## src/rtl/serial_subtract16_pkg.sv

```systemverilog
// Shared types and sizes for the bit-serial subtract-accumulate unit.
//   state_t : sequencer states (IDLE, SHIFT, DONE)
//   WIDTH   : operand/accumulator width (tied to the four hex digits)
//   CNT_W   : bit-counter width, $clog2(WIDTH)
package serial_sub_pkg;

    localparam int unsigned WIDTH = 16;
    localparam int unsigned CNT_W = $clog2(WIDTH);

    typedef enum logic [1:0] {
        IDLE  = 2'd0,
        SHIFT = 2'd1,
        DONE  = 2'd2
    } state_t;

endpackage

```

## src/rtl/serial_subtract16_if.sv

```systemverilog
// Front-end bundle of the subtract-accumulate unit (buttons, switches, results, hex digits).
//   master : board side, drives Load_B/Run/Switches, observes results
//   slave  : datapath side, consumes controls, drives results and hex codes
//   Load_B, Run   : active-high controls
//   Switches      : subtrahend / load value
//   Difference    : committed accumulator R
//   Borrow, Ovf   : flags of the last subtraction
//   Busy, Done    : SHIFT / DONE state indicators
//   Dhex0..Dhex3  : seven-segment codes for Difference nibbles 0..3
interface serial_subtract16_if;
    import serial_sub_pkg::*;

    logic             Load_B;
    logic             Run;
    logic [WIDTH-1:0] Switches;
    logic [WIDTH-1:0] Difference;
    logic             Borrow;
    logic             Ovf;
    logic             Busy;
    logic             Done;
    logic [6:0]       Dhex0;
    logic [6:0]       Dhex1;
    logic [6:0]       Dhex2;
    logic [6:0]       Dhex3;

    modport master (
        output Load_B, Run, Switches,
        input  Difference, Borrow, Ovf, Busy, Done,
        input  Dhex0, Dhex1, Dhex2, Dhex3
    );

    modport slave (
        input  Load_B, Run, Switches,
        output Difference, Borrow, Ovf, Busy, Done,
        output Dhex0, Dhex1, Dhex2, Dhex3
    );

endinterface

```

## src/rtl/serial_subtract16_cells.sv

```systemverilog
// Leaf cells of the subtract-accumulate unit.
//   full_subtractor : d = a - b - bin (one bit), bout = borrow out; combinational
//     a, b, bin (in, 1) ; d, bout (out, 1)
//   HexDriver       : 4-bit nibble to active-low seven-segment code (gfedcba)
//     In0 (in, 4) ; Out0 (out, 7)
module full_subtractor (
    input  logic a,
    input  logic b,
    input  logic bin,
    output logic d,
    output logic bout
);
    assign d    = a ^ b ^ bin;
    assign bout = (~a & b) | (~(a ^ b) & bin);
endmodule

module HexDriver (
    input  logic [3:0] In0,
    output logic [6:0] Out0
);
    always_comb begin
        Out0 = 7'b1111111;
        unique case (In0)
            4'h0: Out0 = 7'b1000000;
            4'h1: Out0 = 7'b1111001;
            4'h2: Out0 = 7'b0100100;
            4'h3: Out0 = 7'b0110000;
            4'h4: Out0 = 7'b0011001;
            4'h5: Out0 = 7'b0010010;
            4'h6: Out0 = 7'b0000010;
            4'h7: Out0 = 7'b1111000;
            4'h8: Out0 = 7'b0000000;
            4'h9: Out0 = 7'b0010000;
            4'hA: Out0 = 7'b0001000;
            4'hB: Out0 = 7'b0000011;
            4'hC: Out0 = 7'b1000110;
            4'hD: Out0 = 7'b0100001;
            4'hE: Out0 = 7'b0000110;
            4'hF: Out0 = 7'b0001110;
            default: Out0 = 7'b1111111;
        endcase
    end
endmodule

```

## src/rtl/serial_subtract16.sv

```systemverilog
// Bit-serial 16-bit subtract-accumulate: R <= R - Switches, one bit per clock, LSB first,
// through a single full-subtractor cell and a borrow flip-flop.
//   Clk   (in, 1) : rising-edge clock
//   Reset (in, 1) : asynchronous active-high reset; aborts any subtraction without commit
//   bus   (slave) : Load_B/Run/Switches in; Difference/Borrow/Ovf/Busy/Done/Dhex0..3 out
module serial_subtract16
    import serial_sub_pkg::*;
(
    input  logic                Clk,
    input  logic                Reset,
    serial_subtract16_if.slave  bus
);

    state_t           state;
    logic [WIDTH-1:0] r;
    logic [WIDTH-1:0] m_a;
    logic [WIDTH-1:0] s_b;
    logic [WIDTH-1:0] work;
    logic [CNT_W-1:0] cnt;
    logic             bf;
    logic             borrow_q;
    logic             ovf_q;
    logic             busy_q;
    logic             done_q;
    logic             d;
    logic             bout;
    logic [6:0]       hex0, hex1, hex2, hex3;

    full_subtractor u_fs (
        .a   (m_a[0]),
        .b   (s_b[0]),
        .bin (bf),
        .d   (d),
        .bout(bout)
    );

    always_ff @(posedge Clk or posedge Reset) begin
        if (Reset) begin
            state    <= IDLE;
            r        <= '0;
            m_a      <= '0;
            s_b      <= '0;
            work     <= '0;
            cnt      <= '0;
            bf       <= 1'b0;
            borrow_q <= 1'b0;
            ovf_q    <= 1'b0;
            busy_q   <= 1'b0;
            done_q   <= 1'b0;
        end else begin
            unique case (state)
                IDLE: begin
                    if (bus.Load_B) begin
                        r        <= bus.Switches;
                        borrow_q <= 1'b0;
                        ovf_q    <= 1'b0;
                    end else if (bus.Run) begin
                        m_a    <= r;
                        s_b    <= bus.Switches;
                        bf     <= 1'b0;
                        cnt    <= '0;
                        busy_q <= 1'b1;
                        state  <= SHIFT;
                    end
                end
                SHIFT: begin
                    m_a  <= m_a >> 1;
                    s_b  <= s_b >> 1;
                    work <= {d, work[WIDTH-1:1]};
                    bf   <= bout;
                    cnt  <= cnt + 1'b1;
                    // Last bit: operand bit 0 now holds the original MSBs, so the
                    // overflow test uses the live a/b/d of this edge.
                    if (cnt == CNT_W'(WIDTH - 1)) begin
                        r        <= {d, work[WIDTH-1:1]};
                        borrow_q <= bout;
                        ovf_q    <= (m_a[0] ^ s_b[0]) & (m_a[0] ^ d);
                        busy_q   <= 1'b0;
                        done_q   <= 1'b1;
                        state    <= DONE;
                    end
                end
                DONE: begin
                    if (!bus.Run) begin
                        done_q <= 1'b0;
                        state  <= IDLE;
                    end
                end
                default: begin
                    state  <= IDLE;
                    busy_q <= 1'b0;
                    done_q <= 1'b0;
                end
            endcase
        end
    end

    HexDriver u_hex0 (.In0(r[3:0]),   .Out0(hex0));
    HexDriver u_hex1 (.In0(r[7:4]),   .Out0(hex1));
    HexDriver u_hex2 (.In0(r[11:8]),  .Out0(hex2));
    HexDriver u_hex3 (.In0(r[15:12]), .Out0(hex3));

    assign bus.Difference = r;
    assign bus.Borrow     = borrow_q;
    assign bus.Ovf        = ovf_q;
    assign bus.Busy       = busy_q;
    assign bus.Done       = done_q;
    assign bus.Dhex0      = hex0;
    assign bus.Dhex1      = hex1;
    assign bus.Dhex2      = hex2;
    assign bus.Dhex3      = hex3;

endmodule

```

## src/flat_wrapper.sv

```systemverilog
// flat-port wrapper written by rule: the top's interface ports become plain ports
module serial_subtract16_flat import serial_sub_pkg::*;
  (Clk, Reset, bus_Load_B, bus_Run, bus_Switches, bus_Difference, bus_Borrow, bus_Ovf, bus_Busy, bus_Done, bus_Dhex0, bus_Dhex1, bus_Dhex2, bus_Dhex3);
  serial_subtract16_if bus_i ();
  input  logic Clk;
  input  logic Reset;
  input wire logic [$bits(bus_i.Load_B)-1:0] bus_Load_B;
  input wire logic [$bits(bus_i.Run)-1:0] bus_Run;
  input wire logic [$bits(bus_i.Switches)-1:0] bus_Switches;
  output wire logic [$bits(bus_i.Difference)-1:0] bus_Difference;
  output wire logic [$bits(bus_i.Borrow)-1:0] bus_Borrow;
  output wire logic [$bits(bus_i.Ovf)-1:0] bus_Ovf;
  output wire logic [$bits(bus_i.Busy)-1:0] bus_Busy;
  output wire logic [$bits(bus_i.Done)-1:0] bus_Done;
  output wire logic [$bits(bus_i.Dhex0)-1:0] bus_Dhex0;
  output wire logic [$bits(bus_i.Dhex1)-1:0] bus_Dhex1;
  output wire logic [$bits(bus_i.Dhex2)-1:0] bus_Dhex2;
  output wire logic [$bits(bus_i.Dhex3)-1:0] bus_Dhex3;
  assign bus_i.Load_B = bus_Load_B;
  assign bus_i.Run = bus_Run;
  assign bus_i.Switches = bus_Switches;
  assign bus_Difference = bus_i.Difference;
  assign bus_Borrow = bus_i.Borrow;
  assign bus_Ovf = bus_i.Ovf;
  assign bus_Busy = bus_i.Busy;
  assign bus_Done = bus_i.Done;
  assign bus_Dhex0 = bus_i.Dhex0;
  assign bus_Dhex1 = bus_i.Dhex1;
  assign bus_Dhex2 = bus_i.Dhex2;
  assign bus_Dhex3 = bus_i.Dhex3;
  serial_subtract16 u_core (.Clk(Clk), .Reset(Reset), .bus(bus_i));
endmodule
```

## config.mk

```make
export PLATFORM = sky130hd
export DESIGN_NAME = serial_subtract16_flat
export DESIGN_NICKNAME = d
export VERILOG_FILES = /design/src/rtl/serial_subtract16_pkg.sv /design/src/rtl/serial_subtract16_if.sv /design/src/rtl/serial_subtract16_cells.sv /design/src/rtl/serial_subtract16.sv /design/src/flat_wrapper.sv
export SDC_FILE = /design/constraint.sdc
export NUM_CORES = 1
export LEC_CHECK = 0
export CAP_MARGIN = 20
export CORE_UTILIZATION = 55
export CTS_CLUSTER_DIAMETER = 40
export CTS_CLUSTER_SIZE = 40
export DETAILED_ROUTE_END_ITERATION = 6
export PLACE_DENSITY_LB_ADDON = 0.05
export SLEW_MARGIN = 20
export SYNTH_ARGS = -nofsm -noshare
export SYNTH_HDL_FRONTEND = slang
export SYNTH_SLANG_ARGS = --single-unit
```

## constraint.sdc

```tcl
create_clock -name Clk -period 2.9 [get_ports Clk]
set_input_delay 0.435 -clock Clk [delete_from_list [all_inputs] [get_ports Clk]]
set_output_delay 0.435 -clock Clk [all_outputs]
set_load 0.1 [all_outputs]
```

# After elaboration in Yosys (flattened, before gate mapping)
# Memories as Yosys holds them, arrays and structs flattened.
# Index checks and enable logic that the tools add are counted.
# word_totals
mem_count	4
rom_bits	448
ff_bits	75
# classes
n_eq_ne	8
bitwise	11
reduce_logical	7
add_sub_neg	1
mux	32
# mem_list
memory	words	word_bits	read_ports	rd_clocked_by_memory_dff	write_ports	line	rtl
(no name shown)	16	7	1	0	0	serial_subtract16_cells.sv:23	unique case (In0)
(no name shown)	16	7	1	0	0	serial_subtract16_cells.sv:23	
(no name shown)	16	7	1	0	0	serial_subtract16_cells.sv:23	
(no name shown)	16	7	1	0	0	serial_subtract16_cells.sv:23	
# op_table
cell	n
two-way mux 16 bit	6
case mux 16 bit (2 select lines)	3
two-way mux 1 bit	10
AND reduction 3 bit	3
two-way mux 2 bit	4
two-way mux 4 bit	2
inequality test 2 bit, second input constant	4
case mux 4 bit (2 select lines)	1
AND reduction 4 bit	2
case mux 1 bit (2 select lines)	3
case mux 1 bit (3 select lines)	2
case mux 2 bit (3 select lines)	1
adder 4 x 1 -> 4 bit, second input constant	1
equality test 4 bit, second input constant	1
NOT 1 bit	4
bitwise AND 1 bit	3
XOR 1 bit	3
equality test 2 x 1 -> 1 bit, second input constant	1
equality test 2 bit, second input constant	1
logical NOT 2 bit	1
inequality test 2 x 1 -> 1 bit, second input constant	1
nonzero test 2 bit	1
bitwise OR 1 bit	1

# Longest topological paths before layout
# logic_depth
ltp_word	6
ltp_mapped	7
mapped_depth_nobuf	5

# Hierarchy
# Synthesis repeated with hierarchy kept, for this count alone.
# hier_totals
hier_cells	411
area_unflattened_um2	4720.8
# modules_own_cells
module	cells_each	area_per_inst_um2	instances	seq_area_each_um2
serial_subtract16	279	3588.4	1	1851.8
HexDriver	32	275.3	4	0.0
full_subtractor	4	31.3	1	0.0

# Worst setup path after synthesis
# OpenSTA, ideal clock, no wires.
# synth_path
path_kind	reg-to-output
start	register u_core.r[4] (netlist: u_core.bus.Difference[4])
end	output bus_Dhex1[0]
t_required_ns	2.465
path_buffers	0
path_slack_ns	-1.177
stages_incl_launch_ff	5
arrival_ns	3.642
cell_sequence	dfrtp_1 > ha_1 > nand2b_1 > o21ai_0 > o21ai_0
# synth_via
elab_chain_cells	1
# synth_rtl
element	line	rtl
from (decl)	serial_subtract16.sv:15	logic [WIDTH-1:0] r;
from (signal assigned)	serial_subtract16.sv:54	r <= bus.Switches;
from (signal assigned)	serial_subtract16.sv:75	r <= {d, work[WIDTH-1:1]};
memory (16 x 7 bit)	--	
to (decl)	flat_wrapper.sv:16	output wire logic [$bits(bus_i.Dhex1)-1:0] bus_Dhex1;
# Every way passes these cells.

# Worst setup path in the final report
# layout_path
start	register u_core.r[8] (netlist: u_core.bus.Difference[8])
end	output bus_Dhex2[1]
# layout_via
elab_chain_cells	1
# layout_rtl
element	line	rtl
memory (16 x 7 bit)	--	
to (decl)	flat_wrapper.sv:17	output wire logic [$bits(bus_i.Dhex2)-1:0] bus_Dhex2;
# Every way passes these cells.

==> results.sh <==
export IMPL_clock_skew_ns=0.009109
export IMPL_clock_latency_ns=0.36
export IMPL_hold_viol_final=0
export IMPL_vias=3269
export IMPL_htreeDepth=3
export IMPL_rsz0062_at_grt="false"
export IMPL_period_needed_ns=2.495
export IMPL_cts_setup_buffers=0
export IMPL_cp_data_arrival_time_ns=2.06
export IMPL_placed_area_um2=5315
export IMPL_worstSetupPathType="flop to primary output"
export IMPL_drtIter0Drc=154
export IMPL_required_ns=2.47
export IMPL_post_cts_resized=0
export IMPL_finalSetupTns_ns=0
export IMPL_dp_cells=581
export IMPL_path_cells="inv_1, ha_1, nand2b_1, o21ai_0, a32o_2, buf_4"
export IMPL_grt_pass1_vias=3122
export IMPL_firstDrtPassIters=4
export IMPL_drive_above_1_share=0.3577
export IMPL_ys_types=36
export IMPL_synth_area_um2=4622
export IMPL_synthAdderAreaFrac=0.08554
export IMPL_antenna_left=0
export IMPL_yosysWarnings=0
export IMPL_cts_buffers=9
export IMPL_postSynthAreaPerCell_um2=10.90
export IMPL_synth_xor_area_frac=0.001895
export IMPL_rows=33
export IMPL_wl_per_cell_um=15.07
export IMPL_finalCritPeriodShare=0.8602
export IMPL_gp_congestion=0.7960
export IMPL_synth_area_leader_cell="dfrtp_1"
export IMPL_synth_top_cell_area_share=0.4006
export IMPL_end_kind="primary output"
export IMPL_cts_hold_buf=0
export IMPL_grt_ovfl_total=0
export IMPL_die_w_um=93.67
export IMPL_hpwl_mm=6.109
export IMPL_synth_area_mux_share=0.2759
export IMPL_cp_max_fo=9
export IMPL_synthCells=424
export IMPL_grt_max_degree=40
export IMPL_start_kind="flop"
export IMPL_slew_viol_final=0
export IMPL_start_util=0.5654
export IMPL_synth_nets=475
export IMPL_clock_path_buffers=2
export IMPL_syn_to_final_growth_pct=19.73
export IMPL_portBuffers=67
export IMPL_die_height_um=93.67
export IMPL_grt_pass1_wl_mm=15.14
export IMPL_synth_compound_area_frac=0.07932
export IMPL_yosysSeqAreaShare=0.4006
export IMPL_antenna_found_initial=0
export IMPL_setup_viol=0
export IMPL_cts_tree="built"
export IMPL_max_freq_mhz=400.9
export IMPL_postRouteWirelength_mm=8.997
export IMPL_max_cap_violations=0
export IMPL_dieArea_um2=8774
export IMPL_reg2reg_depth=3
export IMPL_hold_class="input pin to async pin"
export IMPL_coreArea_um2=8175
export IMPL_grtUsageTotal=0.2257
export IMPL_clk_pin_slew_ns=0.08
export IMPL_drc=0
export IMPL_ios=68
export IMPL_synth_top_cells_by_area="dfrtp_1 40%, mux2_2 14%, ha_1 8.1%"
export IMPL_avgViaCountPerCell=5.476
export IMPL_design_area_um2=5534
export IMPL_outcome="completed"
export IMPL_cts_root_buf="clkbuf_8"
export IMPL_diodes=0
export IMPL_final_cells=597
export IMPL_cp_slowest_stage_delay_ns=0.55
export IMPL_synth_top_family_by_area="multiplexers"
export IMPL_layout_nets=538
export IMPL_slew_headroom=0.4983
export IMPL_tightest_slew_ns=0.7510
export IMPL_yosys_area_share_simple=0.1077
export IMPL_crit_path_top_delay_cell="dfrtp_1"
export IMPL_ys_ff_latch=74
export IMPL_cts_sinks=74
==> critical path: cells and delay by family (launching register included) <==
| kind | cells | cell delay (ns) |
|---|---|---|
| AOI/OAI and AO/OA | 2 | 0.31 |
| adders and majority gates | 1 | 0.34 |
| buffers and inverters | 2 | 0.42 |
| DFF | 1 | 0.55 |
| and+or+nand+nor | 1 | 0.09 |
==> cells in the final DEF (no fill, tap or decap), types with 2 or more instances in the layout <==
cell,instances
dfrtp_1,74
nand2_1,62
mux2_2,59
buf_4,56
mux2i_1,37
ha_1,30
nor2_1,19
clkdlybuf4s50_1,19
inv_1,17
mux2_4,16
o21ai_2,16
o21ai_0,11
nand2b_1,10
clkbuf_8,10
nand3_1,9
a21oi_4,6
a22o_1,6
a32o_2,4
a21o_1,3
a21oi_1,3
nor4_1,2
clkinv_2,2
bufinv_16,2
==> synthesized netlist by cell type <==
| master | n |
|---|---|
| ha_1 | 30 |
| mux2_2 | 59 |
| nor3_1 | 1 |
| o21ai_0 | 27 |
| a32o_1 | 5 |
| a21oi_4 | 2 |
| mux2i_1 | 37 |
| inv_1 | 18 |
| o21bai_1 | 1 |
| buf_4 | 5 |
| dfrtp_1 | 74 |
| buf_2 | 7 |
| nand3_1 | 9 |
| fa_1 | 1 |
| a2bb2oi_1 | 1 |
| nor4_1 | 2 |
| and3_1 | 1 |
| and4_1 | 1 |
| xnor2_1 | 1 |
| a21o_1 | 3 |
| nor2b_4 | 1 |
| o22ai_1 | 1 |
| nand2b_1 | 10 |
| nand4_2 | 1 |
| nand3b_1 | 1 |
| buf_6 | 6 |
| o21a_1 | 1 |
| clkbuf_1 | 5 |
| mux2_4 | 16 |
| nand2_1 | 62 |
| nor2b_1 | 1 |
| a211o_1 | 1 |
| nand2b_4 | 1 |
| a21oi_1 | 7 |
| a22o_1 | 6 |
| nor2_1 | 19 |
==> registers in the layout, summed over array words and instances, names as in the netlist, 2 cells and up <==
register	cells
u_core.work	15
u_core.state	2
u_core.s_b	16
u_core.cnt	4
u_core.m_a	16
u_core.bus.Difference	16
==> path summary, 6_finish.rpt <==
kind | from | to | slack [ns]
max | u_core.bus.Difference[8] | bus_Dhex2[1] | 0.41
min | Reset | u_core.m_a[1] | 0.42
max reg2reg | u_core.state[0] | u_core.m_a[8] | 0.79
min reg2reg | u_core.m_a[15] | u_core.m_a[15] | 0.49
max in group asynchronous | Reset | u_core.work[9] | 1.72
min in group Clk | u_core.m_a[15] | u_core.m_a[15] | 0.49
==> final cells by class <==
class                      instances  area [um2]
clock buffer                      11       141.4
clock inverter                     5       77.57
fill                             637        2641
inverter                          18       67.56
multi-input combinational        309        2654
sequential                        74        1852
tap                              105       131.4
timing repair buffer              75       610.6
==> per-stage QoR <==
step | hold slack [ns] | util | worst slack (ns)
detailed placement | 0.4628 | 0.6501 | 0.6311
global route | 0.4582 | 0.6769 | 0.2755
floorplan | 0.4455 | - | 0.08645
finish | 0.4209 | 0.6769 | 0.4053
global placement | 0.4579 | 0.6501 | 0.6741
CTS | 0.4277 | 0.6769 | 0.3626
==> metal layers <==
metal,GRT usage,vias to the layer above,part of all wire
met5,0,-,0
met4,0.08077,0,0.015
met3,0.04369,10,0.028
met2,0.3634,42,0.47
met1,0.3040,1604,0.49
li1,-,1613,-
==> logic make-up after synthesis <==
family,count (synthesis)
mux,112
buf+inv,41
fa+ha+maj,31
simple gates,110
flops,74
xor+xnor,1
compound gates,55
Power is not shown: default switching activity piles up to over one toggle a cycle in this logic, so the estimate is an artifact.
